==> config.mk <==
export PLATFORM = sky130hd
export DESIGN_NAME = cmp_nic
export DESIGN_NICKNAME = d
export VERILOG_FILES = /design/src/rtl/cmp_nic.sv
export SDC_FILE = /design/constraint.sdc
export NUM_CORES = 1
export LEC_CHECK = 0
export CAP_MARGIN = 0
export CELL_PAD_IN_SITES_DETAIL_PLACEMENT = 0
export CELL_PAD_IN_SITES_GLOBAL_PLACEMENT = 1
export CORE_MARGIN = 4
export CORE_UTILIZATION = 34
export CTS_CLUSTER_DIAMETER = 200
export DETAILED_ROUTE_END_ITERATION = 8
export GPL_ROUTABILITY_DRIVEN = 0
export PLACE_DENSITY_LB_ADDON = 0.15
export RECOVER_POWER = 25
export SLEW_MARGIN = 0
export SYNTH_ARGS = -nofsm -noshare
export SYNTH_HDL_FRONTEND = slang
export SYNTH_SLANG_ARGS = --single-unit
==> constraint.sdc <==
create_clock -name clk -period 1.3 [get_ports clk]
set_input_delay 0.325 -clock clk [delete_from_list [all_inputs] [get_ports clk]]
set_output_delay 0.325 -clock clk [all_outputs]
set_load 0.05 [all_outputs]
==> src/rtl/cmp_nic.sv <==
// NIC between one CMP processor node and its ring router port: one-packet input/output buffers.
// Optional build macro NIC_VC_POLARITY_EN gates sending on the packet VC bit matching net_polarity.
module cmp_nic #(
    parameter int DATA_W = 64
) (
    input  logic              clk,
    input  logic              reset,
    input  logic [0:1]        addr_nic,
    input  logic [0:DATA_W-1] din_nic,
    output logic [0:DATA_W-1] dout_nic,
    input  logic              nicEn,
    input  logic              nicWrEn,
    input  logic              net_si,
    output logic              net_ri,
    input  logic [0:DATA_W-1] net_di,
    output logic              net_so,
    input  logic              net_ro,
    output logic [0:DATA_W-1] net_do,
    input  logic              net_polarity
);

    localparam logic [1:0] AddrInBuf   = 2'b00;
    localparam logic [1:0] AddrInStat  = 2'b01;
    localparam logic [1:0] AddrOutBuf  = 2'b10;
    localparam logic [1:0] AddrOutStat = 2'b11;

    logic [0:DATA_W-1] in_buf;
    logic [0:DATA_W-1] out_buf;
    logic              in_full;
    logic              out_full;
    logic              rd_en;
    logic              wr_out;
    logic              vc_ok;

    assign rd_en  = nicEn & ~nicWrEn;
    assign wr_out = nicEn & nicWrEn & (addr_nic == AddrOutBuf);

`ifdef NIC_VC_POLARITY_EN
    assign vc_ok = (out_buf[0] == net_polarity);
`else
    logic unused_polarity;
    assign unused_polarity = net_polarity;
    assign vc_ok = 1'b1;
`endif

    assign net_ri = ~in_full;
    assign net_so = out_full & net_ro & vc_ok;
    assign net_do = out_buf;

    always_ff @(posedge clk) begin
        if (reset) begin
            in_buf   <= '0;
            out_buf  <= '0;
            in_full  <= 1'b0;
            out_full <= 1'b0;
            dout_nic <= '0;
        end else begin
            // Accept only happens while empty, so it never collides with the read-clear.
            if (net_si && net_ri) begin
                in_buf  <= net_di;
                in_full <= 1'b1;
            end else if (rd_en && addr_nic == AddrInBuf && in_full) begin
                in_full <= 1'b0;
            end

            if (rd_en) begin
                unique case (addr_nic)
                    AddrInBuf:   dout_nic <= in_buf;
                    AddrInStat:  dout_nic <= {{(DATA_W-1){1'b0}}, in_full};
                    AddrOutBuf:  dout_nic <= '0;
                    AddrOutStat: dout_nic <= {{(DATA_W-1){1'b0}}, out_full};
                    default:     dout_nic <= '0;
                endcase
            end

            // A write landing on the drain edge sees the old full flag and is dropped.
            if (net_so) begin
                out_full <= 1'b0;
            end else if (wr_out && !out_full) begin
                out_buf  <= din_nic;
                out_full <= 1'b1;
            end
        end
    end

endmodule

==> flow_summary.json, run 1 <==
{
  "layout_common_cells": "151 x buf_12, 130 x nand2_1, 129 x clkdlybuf4s50_1",
  "grt_pass1_wl_mm": 33.3,
  "start_util_pct": 34.9,
  "hold_path_class": "in2reg",
  "pin_count": 267,
  "max-clock-path-buffers": 2,
  "synth_seq_area_share_pct": 50.3,
  "dp_hpwl_mm": 15.5,
  "fmax_ghz": 0.732,
  "diodes": 0,
  "synth.distinct_cells": 23,
  "dp_slack_ns": -0.559,
  "syn-num-nets": 921,
  "path_class": "reg2out",
  "core_um2": 22100,
  "p_leak_nw": 4.77,
  "cts_root_buffer": "clkbuf_16",
  "synthArstFlopShare_pct": 0,
  "postLayoutCoreUtil_pct": 59.5,
  "wirelength_mm": 21.4,
  "drc": 0,
  "die-width_um": 159,
  "status": "finished, violations left",
  "post-route-min-period_ns": 1.37,
  "fin_crit_sh_pct": 105,
  "cts_max_level": 4,
  "io_buffer_count": 265,
  "power_w": 0.0132,
  "nFillCells": 1852,
  "numCtsBuffers": 17,
  "drive_gt1_share_pct": 41.2,
  "clock_skew_ns": 0.0129,
  "gr-usage-all-layers_pct": 16.8,
  "overflow": 0,
  "cts_tree": "built",
  "layout.cells.most_common": "buf_12",
  "grt_pass1_vias": 6187,
  "slew_violations": 0,
  "cp_data_required_time_ns": 0.98,
  "netlist_area_um2": 7720,
  "grt_max_degree": 48,
  "powerDensity_nw_per_um2": 1000,
  "ant_nets": 0,
  "num_vias": 6221,
  "rsz0062_at_grt": "true",
  "worstMarginPinSlew_ns": 0.322,
  "synth-edff-count": 0,
  "cts_num_sinks": 194,
  "clkLatencyLatePin_ns": 0.43,
  "cp-end-kind": "primary output",
  "cp_data_arrival_time_ns": 1.04,
  "nNetsFinal": 1199,
  "synth-warning-count": 0,
  "synthCells": 784,
  "postPlaceCellArea_um2": 12300,
  "max_slew_margin_pct": 78.5,
  "antenna_found_initial": 1,
  "violations": "negative setup slack",
  "ys_ff_latch": 194,
  "vias_per_cell": 4.59,
  "fp-row-count": 54,
  "drt-pass1-iter-count": 4,
  "die_area_um2": 25200,
  "clkTransAtPathRegs_ns": 0.08,
  "hold_violations": 0,
  "dieHeight_um": 159,
  "cap_violations": 0,
  "ir_drop_v": 0.000842,
  "fin_area_um2": 13100,
  "first_iter_violations": 183,
  "area_growth_pct": 70.3,
  "avgSynthCellArea_um2": 9.84,
  "finalHoldWorstSlack_ns": 0.304,
  "critPathMaxFanout": 2,
  "worst_slack_ns": -0.0669,
  "crit_path_start_kind": "flop",
  "finalSetupViolCount": 2,
  "avgRoutedWirePerCell_um": 15.8,
  "synth_flop_cell": "dfxtp_1"
}
-- per-layer routing --
metal | vias to the layer above | global-route usage [%] | part of all wire (%)
li1 | 3144 | - | -
met1 | 2872 | 20.9 | 42
met2 | 180 | 26.4 | 46
met3 | 23 | 7.50 | 9.9
met4 | 2 | 5.00 | 1.6
met5 | - | 0 | 0.056
-- critical path, stage by stage, from the launching register on --
cell and delay (ns):
dfxtp_4 0.34, and2_4 0.14, buf_12 0.14
-- sequential cells by signal, indices dropped and copies added, names as in the netlist --
register and cells:
dout_nic 64, in_buf 64, net_do 64, in_full 1
out_full 1
-- power by group --
group,switching (W),total (W),internal (W)
registers,0.000128,0.00624,0.00611
logic,0.000786,0.00175,0.000964
clock network,0.00248,0.00519,0.00272
total,0.00339,0.0132,0.00979
-- cell families after synthesis --
kind of cell    Yosys count  synth area share (%)
compound gates          130                  13.8
buf+inv                  64                  5.25
flops                   194                  50.3
mux                      65                  8.43
simple gates            331                  22.2
-- repair_timing --
action,CTS,global route
gates cloned,2,1
gates resized for setup,138,22
buffers inserted,4,2
pin swaps,2,1
hold buffers,0,0
endpoints found under the setup margin,216,60
-- synth_stat cells (2+ instances only) --
cell type  count  share of area, %
dfxtp_1      194                50
nand2_1      130               6.3
nand2b_1     130                11
mux2i_1       65               8.4
a21oi_1       64               4.2
a22oi_2       50               8.1
nor2_2        45               3.6
buf_2         33               2.1
nor2_1        20              0.97
a22oi_1       13               1.3
clkbuf_1      13              0.63
buf_4          6              0.58
buf_6          6              0.88
buf_8          5              0.97
nor2b_1        2              0.16
-- through the flow --
step	cells	TNS [ns]
after global routing	1354	-1.15
final	1354	-0.0757
after global placement	1316	-70.60
after floorplan	784	0
after CTS	1353	-0.0948
after detailed placement	1316	-75.12
-- final cells by class --
class | count | area, um^2 | area share (%)
Tap cell | 280 | 350 | 2.67
Timing Repair Buffer | 322 | 4710 | 35.9
Inverter | 1 | 3.75 | 0.0286
Sequential cell | 194 | 4060 | 30.9
Clock inverter | 13 | 149 | 1.13
Multi-Input combinational cell | 526 | 3440 | 26.2
Clock buffer | 18 | 429 | 3.27
-- worst paths after layout --
| path | from | to | slack, ns | depth (start not counted) |
|---|---|---|---|---|
| min reg2reg | in_buf[14] | in_buf[14] | 0.45 | 2 |
| max | out_full | net_so | -0.07 | 2 |
| max reg2reg | out_full | net_do[9] | -0.01 | 5 |
| min | reset | net_do[26] | 0.30 | 3 |
Power figures use the tool's default switching activity.
==> run 2: changes to the inputs <==
--- a/config.mk
+++ b/config.mk
@@ -13,6 +13,7 @@
 export CTS_CLUSTER_DIAMETER = 200
 export DETAILED_ROUTE_END_ITERATION = 8
 export GPL_ROUTABILITY_DRIVEN = 0
+export MAX_ROUTING_LAYER = met4
 export PLACE_DENSITY_LB_ADDON = 0.15
 export RECOVER_POWER = 25
 export SLEW_MARGIN = 0
==> run 2 against run 1 <==
  * The flow still finishes with violations (negative setup slack)
  * Die area did not move
  * Total power barely moved
  * Clock skew barely moved
  * Critical endpoint unchanged
  * Largest cell class unchanged
==> flow_summary.json, run 2 (same netlist as run 1, synthesis figures left out) <==
{
  "max_slew_margin_pct": 78.5,
  "rsz0062_at_grt": "true",
  "clkLatencyLatePin_ns": 0.43,
  "path_cells": "and2_4, buf_12",
  "overflow": 0,
  "cts_tree": "built",
  "finalSetupViolCount": 2,
  "cap_violations": 0,
  "wirelength_mm": 21.4,
  "powerDensity_nw_per_um2": 1000,
  "hold_buffers": 0,
  "ant_nets": 0,
  "cts_max_level": 4,
  "gr-usage-all-layers_pct": 17.3,
  "core_um2": 22100,
  "worst_slack_ns": -0.0688,
  "crit_path_start_kind": "flop",
  "dp.cells": 1316,
  "die_area_um2": 25200,
  "cp_data_arrival_time_ns": 1.04,
  "fmax_ghz": 0.731,
  "max-clock-path-buffers": 2,
  "cts_root_buffer": "clkbuf_16",
  "area_growth_pct": 70.1,
  "grt_pass1_wl_mm": 33.2,
  "io_buffer_count": 265,
  "cts_num_sinks": 194,
  "dieHeight_um": 159,
  "postLayoutCoreUtil_pct": 59.4,
  "cp_data_required_time_ns": 0.98,
  "first_iter_violations": 186,
  "crit_family": "flip-flops",
  "cp_slowest_cell": "dfxtp_4",
  "status": "finished, violations left",
  "drive_gt1_share_pct": 41.1,
  "fin_cells": 1354,
  "num_vias": 6225,
  "grt_pass1_vias": 6211,
  "slew_violations": 0,
  "hold_path_class": "in2reg",
  "fp-row-count": 54,
  "avgRoutedWirePerCell_um": 15.8,
  "clock_skew_ns": 0.0130,
  "vias_per_cell": 4.60,
  "dp_hpwl_mm": 15.5,
  "clkTransAtPathRegs_ns": 0.07,
  "violations": "negative setup slack",
  "antenna_found_initial": 1,
  "ir_drop_v": 0.000842,
  "numCtsBuffers": 17,
  "p_leak_nw": 4.76,
  "layout.cells.most_common": "buf_12",
  "path_buf_inv": 1,
  "critPathMaxFanout": 2,
  "nNetsFinal": 1198,
  "worstMarginPinSlew_ns": 0.322,
  "path_class": "reg2out",
  "start_util_pct": 34.9,
  "hold_violations": 0,
  "grt_max_degree": 48,
  "layout_common_cells": "150 x buf_12, 130 x nand2_1, 129 x clkdlybuf4s50_1",
  "drc": 0,
  "die-width_um": 159,
  "cp_slowest_stage_delay_ns": 0.34,
  "cp-end-kind": "primary output",
  "drt-pass1-iter-count": 4,
  "pin_count": 267,
  "fin_crit_sh_pct": 105,
  "post-route-min-period_ns": 1.37
}
run 2: cell count changes in the layout (fill, tap and decap cells not counted), sizes merged:
cell   before  now
buf       181  180
diode       0    1
run 2: path summary, 6_finish.rpt:
path                    from         end  slack [ns]  depth (start not counted)
setup / recovery    out_full      net_so       -0.07                          2
hold / removal         reset  net_do[26]        0.30                          3
setup reg to reg    out_full   net_do[9]       -0.01                          5
hold reg to reg   in_buf[14]  in_buf[14]        0.45                          2
run 2: worst register-to-register path: stages, from the launching register on:
cell and delay [ns]:
dfxtp_4 0.34, buf_4 0.14, nor2_4 0.18, buf_12 0.18, buf_12 0.15, mux2i_2 0.22
run 2: repair_timing:
action | in CTS | in global routing
gates resized for setup | 138 | 21
cloned | 2 | 1
endpoints found under the setup margin | 216 | 55
setup buffers | 4 | 1
pin swaps | 2 | 1
run 2: area by class of cell:
type	count	area (um^2)
Sequential cell	194	4060
Tap cell	280	350
Antenna cell	1	2.50
Inverter	1	3.75
Multi-Input combinational cell	526	3440
Clock buffer	18	429
Clock inverter	13	149
Timing Repair Buffer	321	4700
Fill cell	1853	8960
run 2: where the power goes:
part	internal [W]	switching [W]
Clock	0.00272	0.00249
Sequential	0.00611	0.000128
Combinational	0.000961	0.000786
run 2: metrics by stage:
step / instance area [um^2] / hold slack (ns) / setup TNS, ns / setup slack (ns) / power, W
after floorplan: 7720 / 0.436 / 0 / 0.116 / 0.00715
after global placement: 12300 / 0.438 / -70.60 / -0.503 / 0.00814
after detailed placement: 12300 / 0.442 / -75.12 / -0.559 / 0.00815
after CTS: 13200 / 0.295 / -0.0948 / -0.0895 / 0.0134
after global routing: 13100 / 0.318 / -1.37 / -0.0988 / 0.0138
final: 13100 / 0.300 / -0.0758 / -0.0688 / 0.0132
run 2: per-layer routing:
layer | vias up | global-route usage (%) | wire [um]
li1 | 3143 | - | -
met1 | 2870 | 21.2 | 9040
met2 | 187 | 26.4 | 9930
met3 | 25 | 7.04 | 2100
met4 | 0 | 5.00 | 364
met5 | - | - | 0
==> run 3: changes to the inputs <==
--- a/config.mk
+++ b/config.mk
@@ -9,7 +9,7 @@
 export CELL_PAD_IN_SITES_DETAIL_PLACEMENT = 0
 export CELL_PAD_IN_SITES_GLOBAL_PLACEMENT = 1
 export CORE_MARGIN = 4
-export CORE_UTILIZATION = 34
+export CORE_UTILIZATION = 30
 export CTS_CLUSTER_DIAMETER = 200
 export DETAILED_ROUTE_END_ITERATION = 8
 export GPL_ROUTABILITY_DRIVEN = 0
==> constraint.sdc (replaced) <==
create_clock -name clk -period 1.6 [get_ports clk]
set_input_delay 0.4 -clock clk [delete_from_list [all_inputs] [get_ports clk]]
set_output_delay 0.4 -clock clk [all_outputs]
set_load 0.05 [all_outputs]
==> run 3 against run 2 <==
  * The run now ends clean
  * Global-route usage down 1.8 points
  * Flip-flop and latch count unchanged
  * Clock power down 16%
  * Combinational power is 22% lower
  * Sequential share of layout area shrank 0.61 points
  * Non-clock buffer count fell by 13
  * Via count is 1.2% lower
  * Die area up 13%
  * Cell count rose by 2.7%
  * Critical endpoint unchanged
  * Largest cell class unchanged
  * Largest power group unchanged
  * Highest routed layer unchanged
==> flow_summary.json, run 3 (same netlist as run 1, synthesis figures left out) <==
{
  "avgRoutedWirePerCell_um": 15.5,
  "dieHeight_um": 168,
  "area_growth_pct": 66.2,
  "hold_path_class": "in2reg",
  "layout.cells.most_common": "dfxtp_1",
  "rsz0062_at_grt": "false",
  "die_area_um2": 28400,
  "r2r-start": "in_full",
  "crit_path_start_kind": "input pin",
  "fmax_ghz": 0.641,
  "wl_met3_mm": 2.42,
  "cp_data_required_time_ns": 1.20,
  "clkLatencyLatePin_ns": 0.43,
  "worstMarginPinSlew_ns": 0.530,
  "wirelength_mm": 21.5,
  "hold_buffers": 0,
  "core_um2": 25300,
  "start_util_pct": 30.6,
  "numCtsBuffers": 17,
  "postCtsSetupRepairBufs": 0,
  "cp-end-kind": "primary output",
  "diodes": 0,
  "antenna_found_initial": 0,
  "reg2reg_depth": 4,
  "hold_depth": 2,
  "fp-row-count": 58,
  "ir_drop_v": 0.000593,
  "clkTransAtPathRegs_ns": 0.07,
  "path_class": "in2out",
  "fin_cells": 1391,
  "r2r_slack_ns": 0.19,
  "ant_nets": 0,
  "die-width_um": 168,
  "drc": 0,
  "cts_num_sinks": 194,
  "max-clock-path-buffers": 2,
  "cts_max_level": 4,
  "pin_count": 267,
  "max_slew_margin_pct": 64.7,
  "num_vias": 6153,
  "clock_skew_ns": 0.00968,
  "nFillCells": 2341,
  "multi_input_area_um2": 3440,
  "dp_slack_ns": -0.299,
  "critPathMaxFanout": 2,
  "worst_slack_ns": 0.0390,
  "hold_violations": 0,
  "dr_wl_met2_mm": 10.0,
  "wl_met1_mm": 8.82,
  "drive_gt1_share_pct": 28.4,
  "min_to": "dout_nic[4]",
  "finalSetupViolCount": 0,
  "nNetsFinal": 1185,
  "drt-pass1-iter-count": 4,
  "reg2reg_to": "in_buf[20]",
  "dp.cells": 1359,
  "post-route-min-period_ns": 1.56,
  "vias_per_cell": 4.42,
  "io_buffer_count": 265,
  "slew_violations": 0,
  "overflow": 0,
  "dp_hpwl_mm": 15.6,
  "cts_root_buffer": "clkbuf_16",
  "p_leak_nw": 4.61,
  "status": "finished, final reports clean",
  "cts_tree": "built",
  "grt_pass1_vias": 6214,
  "min_from": "reset",
  "cp_data_arrival_time_ns": 1.16,
  "top_layer_used": "met4",
  "grt_max_degree": 46,
  "gr-usage-all-layers_pct": 15.5,
  "cap_violations": 0,
  "first_iter_violations": 284,
  "powerDensity_nw_per_um2": 842,
  "layout_common_cells": "192 x dfxtp_1, 148 x buf_12, 134 x clkdlybuf4s50_1",
  "sequential_cell_area_um2": 3890,
  "fin_setup_tns_ns": 0,
  "fin_crit_sh_pct": 97.6,
  "grt_pass1_wl_mm": 33.9
}
[run 3: worst max-delay path by stage]
stage / end / slack, ns / from / depth (start not counted)
floorplan: net_do[10] / 0.34 / addr_nic[1] / 5
global placement: net_do[47] / -0.27 / nicWrEn / 6
detailed placement: net_do[18] / -0.30 / nicWrEn / 6
CTS: net_so / 0.004 / net_ro / 3
global route: in_buf[17] / 0.004 / net_si / 6
finish: net_so / 0.04 / net_ro / 3
[run 3: what timing repair did]
item / CTS / global route
gates resized for setup: 2 / 1
setup endpoints to repair: 2 / 1
pin swaps: 0 / 0
[run 3: area by class of cell]
class / count / share of cell area (%)
timing repair buffer: 308 / 35.0
sequential: 194 / 30.3
multi-input combinational: 526 / 26.8
clock buffer: 17 / 3.32
tap: 330 / 3.22
clock inverter: 15 / 1.34
inverter: 1 / 0.0293
[run 3: where the power goes]
part	internal [W]	switching [W]	leakage [nW]	total, W
sequential	0.00497	0.000108	1.58	0.00507
clock	0.00223	0.00213	0.291	0.00437
combinational	0.000739	0.000623	2.74	0.00136
[run 3: layer usage]
metal | track usage (%) | up-vias
met2 | 24.3 | 186
met1 | 17.6 | 2832
met5 | - | -
met4 | 3.92 | 0
li1 | - | 3113
met3 | 7.89 | 22
[run 3: worst max-delay path, stage by stage]
cell             delay, ns
clkdlybuf4s50_1       0.48
and2_4                0.15
buf_12                0.13
[run 3: through the flow]
stage / instance area [um^2] / utilization [%] / hold WS, ns / total power (W)
CTS: 12900 / 51.2 / 0.271 / 0.0110
floorplan: 7720 / - / 0.436 / 0.00581
detailed placement: 12300 / 48.8 / 0.447 / 0.00659
global route: 12800 / 50.8 / 0.285 / 0.0113
global placement: 12300 / 48.8 / 0.443 / 0.00658
finish: 12800 / 50.8 / 0.294 / 0.0108
